===== config.mk =====
export PLATFORM = sky130hd
export DESIGN_NAME = scalar_wb_queue
export DESIGN_NICKNAME = d
export VERILOG_FILES = /design/src/rtl/scalar_wb_queue.sv
export SDC_FILE = /design/constraint.sdc
export NUM_CORES = 1
export LEC_CHECK = 0
export CAP_MARGIN = 20
export CORE_UTILIZATION = 39
export DETAILED_ROUTE_END_ITERATION = 7
export GPL_ROUTABILITY_DRIVEN = 0
export GPL_TIMING_DRIVEN = 0
export SETUP_SLACK_MARGIN = 0.4
export SYNTH_ARGS = -nofsm -noshare
export SYNTH_HDL_FRONTEND = slang
export SYNTH_SLANG_ARGS = --single-unit

===== constraint.sdc =====
create_clock -name clk -period 5.04 [get_ports clk]
set_input_delay 0.504 -clock clk [delete_from_list [all_inputs] [get_ports clk]]
set_output_delay 0.504 -clock clk [all_outputs]
set_load 0.01 [all_outputs]

===== src/rtl/scalar_wb_queue.sv =====
// Writeback queue feeding the scalar register-file write port from the ALU and load unit.
// Optional macro SCALAR_WB_BYPASS_EN: an ALU result accepted while the queue is empty goes straight to we3/wa3/wd3.
module scalar_wb_queue #(
  parameter int DATA_WIDTH   = 19,
  parameter int ADDRESSWIDTH = 4,
  parameter int DEPTH        = 4
) (
  input  logic                         clk,
  input  logic                         rst,
  input  logic                         alu_valid,
  input  logic [ADDRESSWIDTH-1:0]      alu_addr,
  input  logic [DATA_WIDTH-1:0]        alu_data,
  output logic                         alu_ready,
  input  logic                         mem_valid,
  input  logic [ADDRESSWIDTH-1:0]      mem_addr,
  input  logic [DATA_WIDTH-1:0]        mem_data,
  output logic                         mem_ready,
  output logic                         we3,
  output logic [ADDRESSWIDTH-1:0]      wa3,
  output logic [DATA_WIDTH-1:0]        wd3,
  input  logic [ADDRESSWIDTH-1:0]      chk_addr1,
  input  logic [ADDRESSWIDTH-1:0]      chk_addr2,
  output logic                         chk_hit1,
  output logic                         chk_hit2,
  output logic [$clog2(DEPTH+1)-1:0]   count
);

  localparam int PW = $clog2(DEPTH);
  localparam int CW = $clog2(DEPTH+1);

  logic [ADDRESSWIDTH-1:0] addr_q [DEPTH];
  logic [DATA_WIDTH-1:0]   data_q [DEPTH];

  logic [PW-1:0]           head_q, head_d, tail_q, tail_d, mem_slot;
  logic [CW-1:0]           count_q, count_d, free;
  logic                    we3_q, we3_d;
  logic [ADDRESSWIDTH-1:0] wa3_q, wa3_d;
  logic [DATA_WIDTH-1:0]   wd3_q, wd3_d;
  logic                    alu_acc, mem_acc, alu_enq, pop, bypass;

  always_comb begin
    free      = CW'(DEPTH) - count_q;
    alu_ready = !rst && (free >= CW'(1));
    mem_ready = !rst && ((free >= CW'(2)) || ((free >= CW'(1)) && !alu_valid));
    alu_acc   = alu_valid && alu_ready;
    mem_acc   = mem_valid && mem_ready;
    pop       = (count_q != '0);
`ifdef SCALAR_WB_BYPASS_EN
    bypass    = alu_acc && !pop;
`else
    bypass    = 1'b0;
`endif
    alu_enq   = alu_acc && !bypass;
    // mem lands behind the ALU entry when both are enqueued in the same cycle
    mem_slot  = tail_q + PW'(alu_enq);
    tail_d    = tail_q + PW'(alu_enq) + PW'(mem_acc);
    head_d    = head_q + PW'(pop);
    count_d   = count_q + CW'(alu_enq) + CW'(mem_acc) - CW'(pop);
    we3_d     = pop || bypass;
    wa3_d     = wa3_q;
    wd3_d     = wd3_q;
    if (bypass) begin
      wa3_d = alu_addr;
      wd3_d = alu_data;
    end else if (pop) begin
      wa3_d = addr_q[head_q];
      wd3_d = data_q[head_q];
    end
  end

  always_ff @(posedge clk or posedge rst) begin
    if (rst) begin
      head_q  <= '0;
      tail_q  <= '0;
      count_q <= '0;
      we3_q   <= 1'b0;
      wa3_q   <= '0;
      wd3_q   <= '0;
    end else begin
      head_q  <= head_d;
      tail_q  <= tail_d;
      count_q <= count_d;
      we3_q   <= we3_d;
      wa3_q   <= wa3_d;
      wd3_q   <= wd3_d;
    end
  end

  always_ff @(posedge clk) begin
    if (alu_enq) begin
      addr_q[tail_q] <= alu_addr;
      data_q[tail_q] <= alu_data;
    end
    if (mem_acc) begin
      addr_q[mem_slot] <= mem_addr;
      data_q[mem_slot] <= mem_data;
    end
  end

  // A slot is occupied when its distance from head is below count.
  always_comb begin
    chk_hit1 = we3_q && (wa3_q == chk_addr1);
    chk_hit2 = we3_q && (wa3_q == chk_addr2);
    for (int unsigned i = 0; i < DEPTH; i++) begin
      if (CW'(PW'(PW'(i) - head_q)) < count_q) begin
        if (addr_q[PW'(i)] == chk_addr1) chk_hit1 = 1'b1;
        if (addr_q[PW'(i)] == chk_addr2) chk_hit2 = 1'b1;
      end
    end
    if (rst) begin
      chk_hit1 = 1'b0;
      chk_hit2 = 1'b0;
    end
  end

  assign we3   = we3_q;
  assign wa3   = wa3_q;
  assign wd3   = wd3_q;
  assign count = count_q;

endmodule


# Word level (Yosys, flattened, before mapping)
# Memories as Yosys holds them, arrays and structs flattened. A register that Yosys moved wholly into a read port is not among the register bits.
# Index checks and enable logic that the tools add are counted.
# totals
register_bits,8
mem_bits_rw,92
input_bits,58
output_inout_bits,31
memories,2
# op_classes
addsub,11
magnitude_cmp,6
n_eq_ne,10
n_mux,22
reduce_logical,11
# memory_table
memory,depth,word_bits,rd,rd_clocked_by_memory_dff,write_ports,line_no,text
data_q,4,19,1,1,2,32,logic [DATA_WIDTH-1:0] data_q [DEPTH];
addr_q,4,4,5,1,2,31,logic [ADDRESSWIDTH-1:0] addr_q [DEPTH];
# op_table
op,count
$eq 4x4->1,10
$mux 1,22
$lt 2x3->1,4
$logic_and 1x1->1,7
$add 2x1->2,3
$add 3x1->3,2
$sub 1x2->2 const A,2
$sub 2x2->2 const A,2
$ge 3x1->1 const B,1
$ge 3x2->1 const B,1
$reduce_bool 3->1,1
$sub 3x1->3,1
$sub 3x3->3 const A,1
$logic_not 1->1,2
$logic_or 1x1->1,1

# Logic depth before layout (Yosys ltp)
# logic_depth
ltp_word,11
ltp_mapped,12

# Least setup slack after synthesis
# No wires, ideal clock.
# synth_path
path_type,register to register
startpoint,"register count_q[1], in the netlist count[1]"
endpoint,"memory addr_q[0][0], enable pin"
setup_time_ns,0.408
arrival_time_ns,3.266
t_required_ns,4.632
slack_ns,1.366
stages_incl_launch_ff,13
path_buffers,1
period_less_slack_ns,3.674
path_cell_list,dfrtp_1 inv_1 ha_1 ha_1 nor4b_1 nor2_1 nand2_1 inv_1 ha_1 or2b_1 nor3_4 buf_6 o21bai_1
# synth_rtl
element,line_no,text
"start, declared",35,"logic [CW-1:0] count_q, count_d, free;"
"start signal, assigned",82,count_q <= count_d;
"end, declared",31,

==> run_results.csv <==
group,metric,value,unit
run_status,status,"completed",
die,core-area,16600,µm²
cts,clk_pin_slew,0.06,ns
synthesis,synth_area,6630,µm²
worst_setup_path,ff2ff_setup_slack,1.12,ns
synthesis,yosysSeqAreaShare,53.4,%
routing,first_pass_iters,4,
final_layout,fin_util,50.4,%
global_route,overflow,0,
cts,h-tree-depth,4,
routing,drc_errors,0,
die,dieWidth,132,µm
cts,clk_latency,0.42,ns
final_layout,area_growth,26.1,%
cts,cts_tree,"done",
sta,clock_skew,0.00672,ns
worst_setup_path,crit_type,"register to register",
sta,slew_headroom,39.9,%
cts,root_buffer,"clkbuf_16",
pwr,pwr-share-comb,38.9,%
worst_setup_path,cpMostUsedCell,"ha_1",
global_route,grt_pass1_wl,24300,µm
final_layout,drive_gt1_share,29.2,%
synthesis,yosysWarningCount,0,
worst_setup_path,cp.required,5.08,ns
pwr,clockPowerShare,26.5,%
routing,routedWlPerCell,19.3,µm
job,maxCapViolCount,0,
pwr,switchingPower,1.55,mW
synthesis,synth_fp_nets,530,
synthesis,syn_avg_cell_area,14.5,µm²
cts,cts_buffers,17,
die,rows,47,
worst_setup_path,cp.arrival,3.96,ns
worst_setup_path,cp-start-kind,"register",
worst_setup_path,crit_path_start,"count[0]$_DFF_PP0_",
global_route,antenna_found_initial,0,
die,dieArea,17500,µm²
cts,cts_sinks,123,
cts,postCtsSetupRepairBufs,0,
routing,num_vias,4006,
global_route,grt_pass1_vias,4321,
final_layout,antennaDiodeCount,0,
die,die_h,132,µm
routing,final_antenna_net_count,0,
place,portBuffers,80,
final_layout,final_area,8360,µm²
worst_setup_path,r2r_end,"data_q[3][4]$_DFFE_PP_",
routing,routed_wl,15200,µm
sta,hold_viol,0,
worst_setup_path,r2r_start,"count[0]$_DFF_PP0_",
sta,fin_crit_sh,77.7,%
pwr,internal_power,3.21,mW
place,dp_hpwl,10400,µm
worst_setup_path,crit_fanout,23,
pwr,swShare,32.6,%
worst_setup_path,cp_slowest_cell,"a31o_2",
sta,max_slew.worst_pin.slew,0.899,ns
cts,postCtsHoldBufs,0,
worst_setup_path,endpoint_kind,"register",
die,io_pins,89,
synthesis,synth-seq-cells,123,
sta,tns,0,ns
synthesis,synthArstFlopShare,25.2,%
global_route,grt_max_degree,24,
sta,rsz0062_at_grt,"false",
sta,finalSetupViolCount,0,
sta,fmax,0.255,GHz
place,place_area,7750,µm²
pwr,seqPwrFrac,34.6,%
cts,cts_buffer_depth,2,
synthesis,ys.flop_type,"edfxtp_1",
worst_setup_path,crit_chain,"inv_1 > ha_1 > ha_1 > nor4b_1 > nor2_1 > nand2_1 > inv_1 > ha_1 > xnor2_1 > nor3_4 > buf_6 > a31o_2",
synthesis,synth_edf_count,92,
worst_setup_path,cp-endpoint,"data_q[3][4]$_DFFE_PP_",
min_path,hp-class,"register to register",
synthesis,post_synth_inst_count,458,
sta,slew_viol_final,0,
worst_setup_path,cpPeakStageDelay,0.64,ns
pwr,p_leak,3.15,nW
worst_setup_path,ff2ff_path_depth,12,
die,start_util,40.0,%
synthesis,synth_cell_type_count,38,
pwr,peakVddDrop,0.304,mV
sta,finalCriticalPeriod,3.92,ns
routing,dr.first_iter.drc_count,226,
pwr,pwr_density_cell,569,nW/µm²
final_layout,nets,630,
cts,cts_resized,0,
global_route,grt_util_all_layers,18.9,%
routing,drt-vias-per-instance,5.06,
## per-layer routing
layer | wire length (µm) | global-route usage [%] | vias to the layer above | share of wire, %
li1 | - | - | 1881 | -
met1 | 6350 | 23.7 | 2012 | 42
met2 | 7980 | 32.3 | 103 | 52
met3 | 758 | 3.77 | 10 | 5.0
met4 | 140 | 6.96 | 0 | 0.92
met5 | 0 | 0 | - | 0
## state kept, by name, indices dropped and copies added, names as in the netlist
signal / flops
wa3: 4
data_q: 76
wd3: 19
count: 3
head_q: 2
tail_q: 2
we3: 1
addr_q: 16
## power groups by stage
stage | logic [mW] | registers (mW) | clock network, mW
6_report | 1.85 | 1.65 | 1.26
5_1_grt | 2.04 | 1.68 | 1.32
4_1_cts | 1.89 | 1.65 | 1.29
3_5_place_dp | 1.89 | 1.67 | 0
3_3_place_gp | 1.85 | 1.66 | 0
2_1_floorplan | 1.18 | 1.67 | 0
## worst max-delay path, delay by kind of cell (launching register included)
kind / cells / cell delay [ns]
DFF: 1 / 0.48
buffers and inverters: 3 / 0.51
xor gates and xnor gates: 1 / 0.24
AOI/OAI and AO/OA: 1 / 0.64
and+or+nand+nor: 4 / 0.90
adders and majority gates: 3 / 0.74
## final cells by class
type,count,area (µm²)
Fill cell,1474,8220
Tap cell,220,275
Buffer,27,178
Timing Repair Buffer,81,828
Clock inverter,14,178
Multi-Input combinational cell,292,2880
Inverter,16,60.1
Sequential cell,123,3540
Clock buffer,18,429
## through the flow
step	setup WS, ns	std cells	hold slack, ns	power [mW]
2_1_floorplan	1.37	458	0.473	2.85
3_3_place_gp	0.446	758	0.456	3.51
3_5_place_dp	1.08	759	0.458	3.56
4_1_cts	1.05	791	0.472	4.83
5_1_grt	0.760	791	0.494	5.05
6_report	1.12	791	0.466	4.76
## Yosys cell counts (3+ instances only)
master	number	share of area, %
mux2_2	63	11
buf_2	4	0.30
mux2_4	28	6.3
xor2_1	40	5.3
nand2_1	75	4.2
o21ai_0	5	0.38
ha_1	12	2.3
edfxtp_1	92	42
xnor2_1	4	0.53
mux4_2	23	7.8
nor4_1	8	0.76
buf_6	9	1.5
inv_1	16	0.91
clkbuf_1	11	0.62
nor3_4	4	0.98
o21bai_1	3	0.34
dfrtp_1	31	12
## cell families after synthesis
logic type | count (synthesis) | synth area share [%]
AO/OA/AOI/OAI | 20 | 2.08
multiplexers | 115 | 25.0
XOR/XNOR | 44 | 5.81
buffers and inverters | 43 | 3.59
adder cells (fa/ha/maj) | 14 | 2.87
AND/OR/NAND/NOR | 99 | 7.25
flip-flops | 123 | 53.4
## worst min path at each step
stage	cells past startpoint	from	to	slack (ns)
floorplan	1	head_q[0]$_DFF_PP0_	head_q[0]$_DFF_PP0_	0.47
global placement	2	wd3[12]$_DFFE_PP0N_	wd3[12]$_DFFE_PP0N_	0.46
detailed placement	2	wd3[12]$_DFFE_PP0N_	wd3[12]$_DFFE_PP0N_	0.46
CTS	2	wd3[12]$_DFFE_PP0N_	wd3[12]$_DFFE_PP0N_	0.47
global route	2	wd3[15]$_DFFE_PP0N_	wd3[15]$_DFFE_PP0N_	0.49
finish	2	wd3[17]$_DFFE_PP0N_	wd3[17]$_DFFE_PP0N_	0.47
## layout by cell type, fill, tap and decap left out, drive strengths merged
cell type and n:
a31o 2, or4b 1, fa 2, a41oi 2
mux2 92, edfxtp 92, o21bai 3, buf 17
nor4 8, xnor2 4, mux4 23, o22ai 1
dfrtp 31, and4bb 1, nand2 75, nor2 2
nor2b 2, inv 16, a31oi 1, a21boi 1
a21oi 2, ha 12, or2b 2, and2b 1
nor4b 1, xor2 40, clkbuf 29, clkdlybuf4s50 80
clkinvlp 2, clkinv 8, a22oi 2, bufinv 4
nand3 1, a222oi 1, o21ai 5, nor3 5
(Power assumes the default switching activity.)
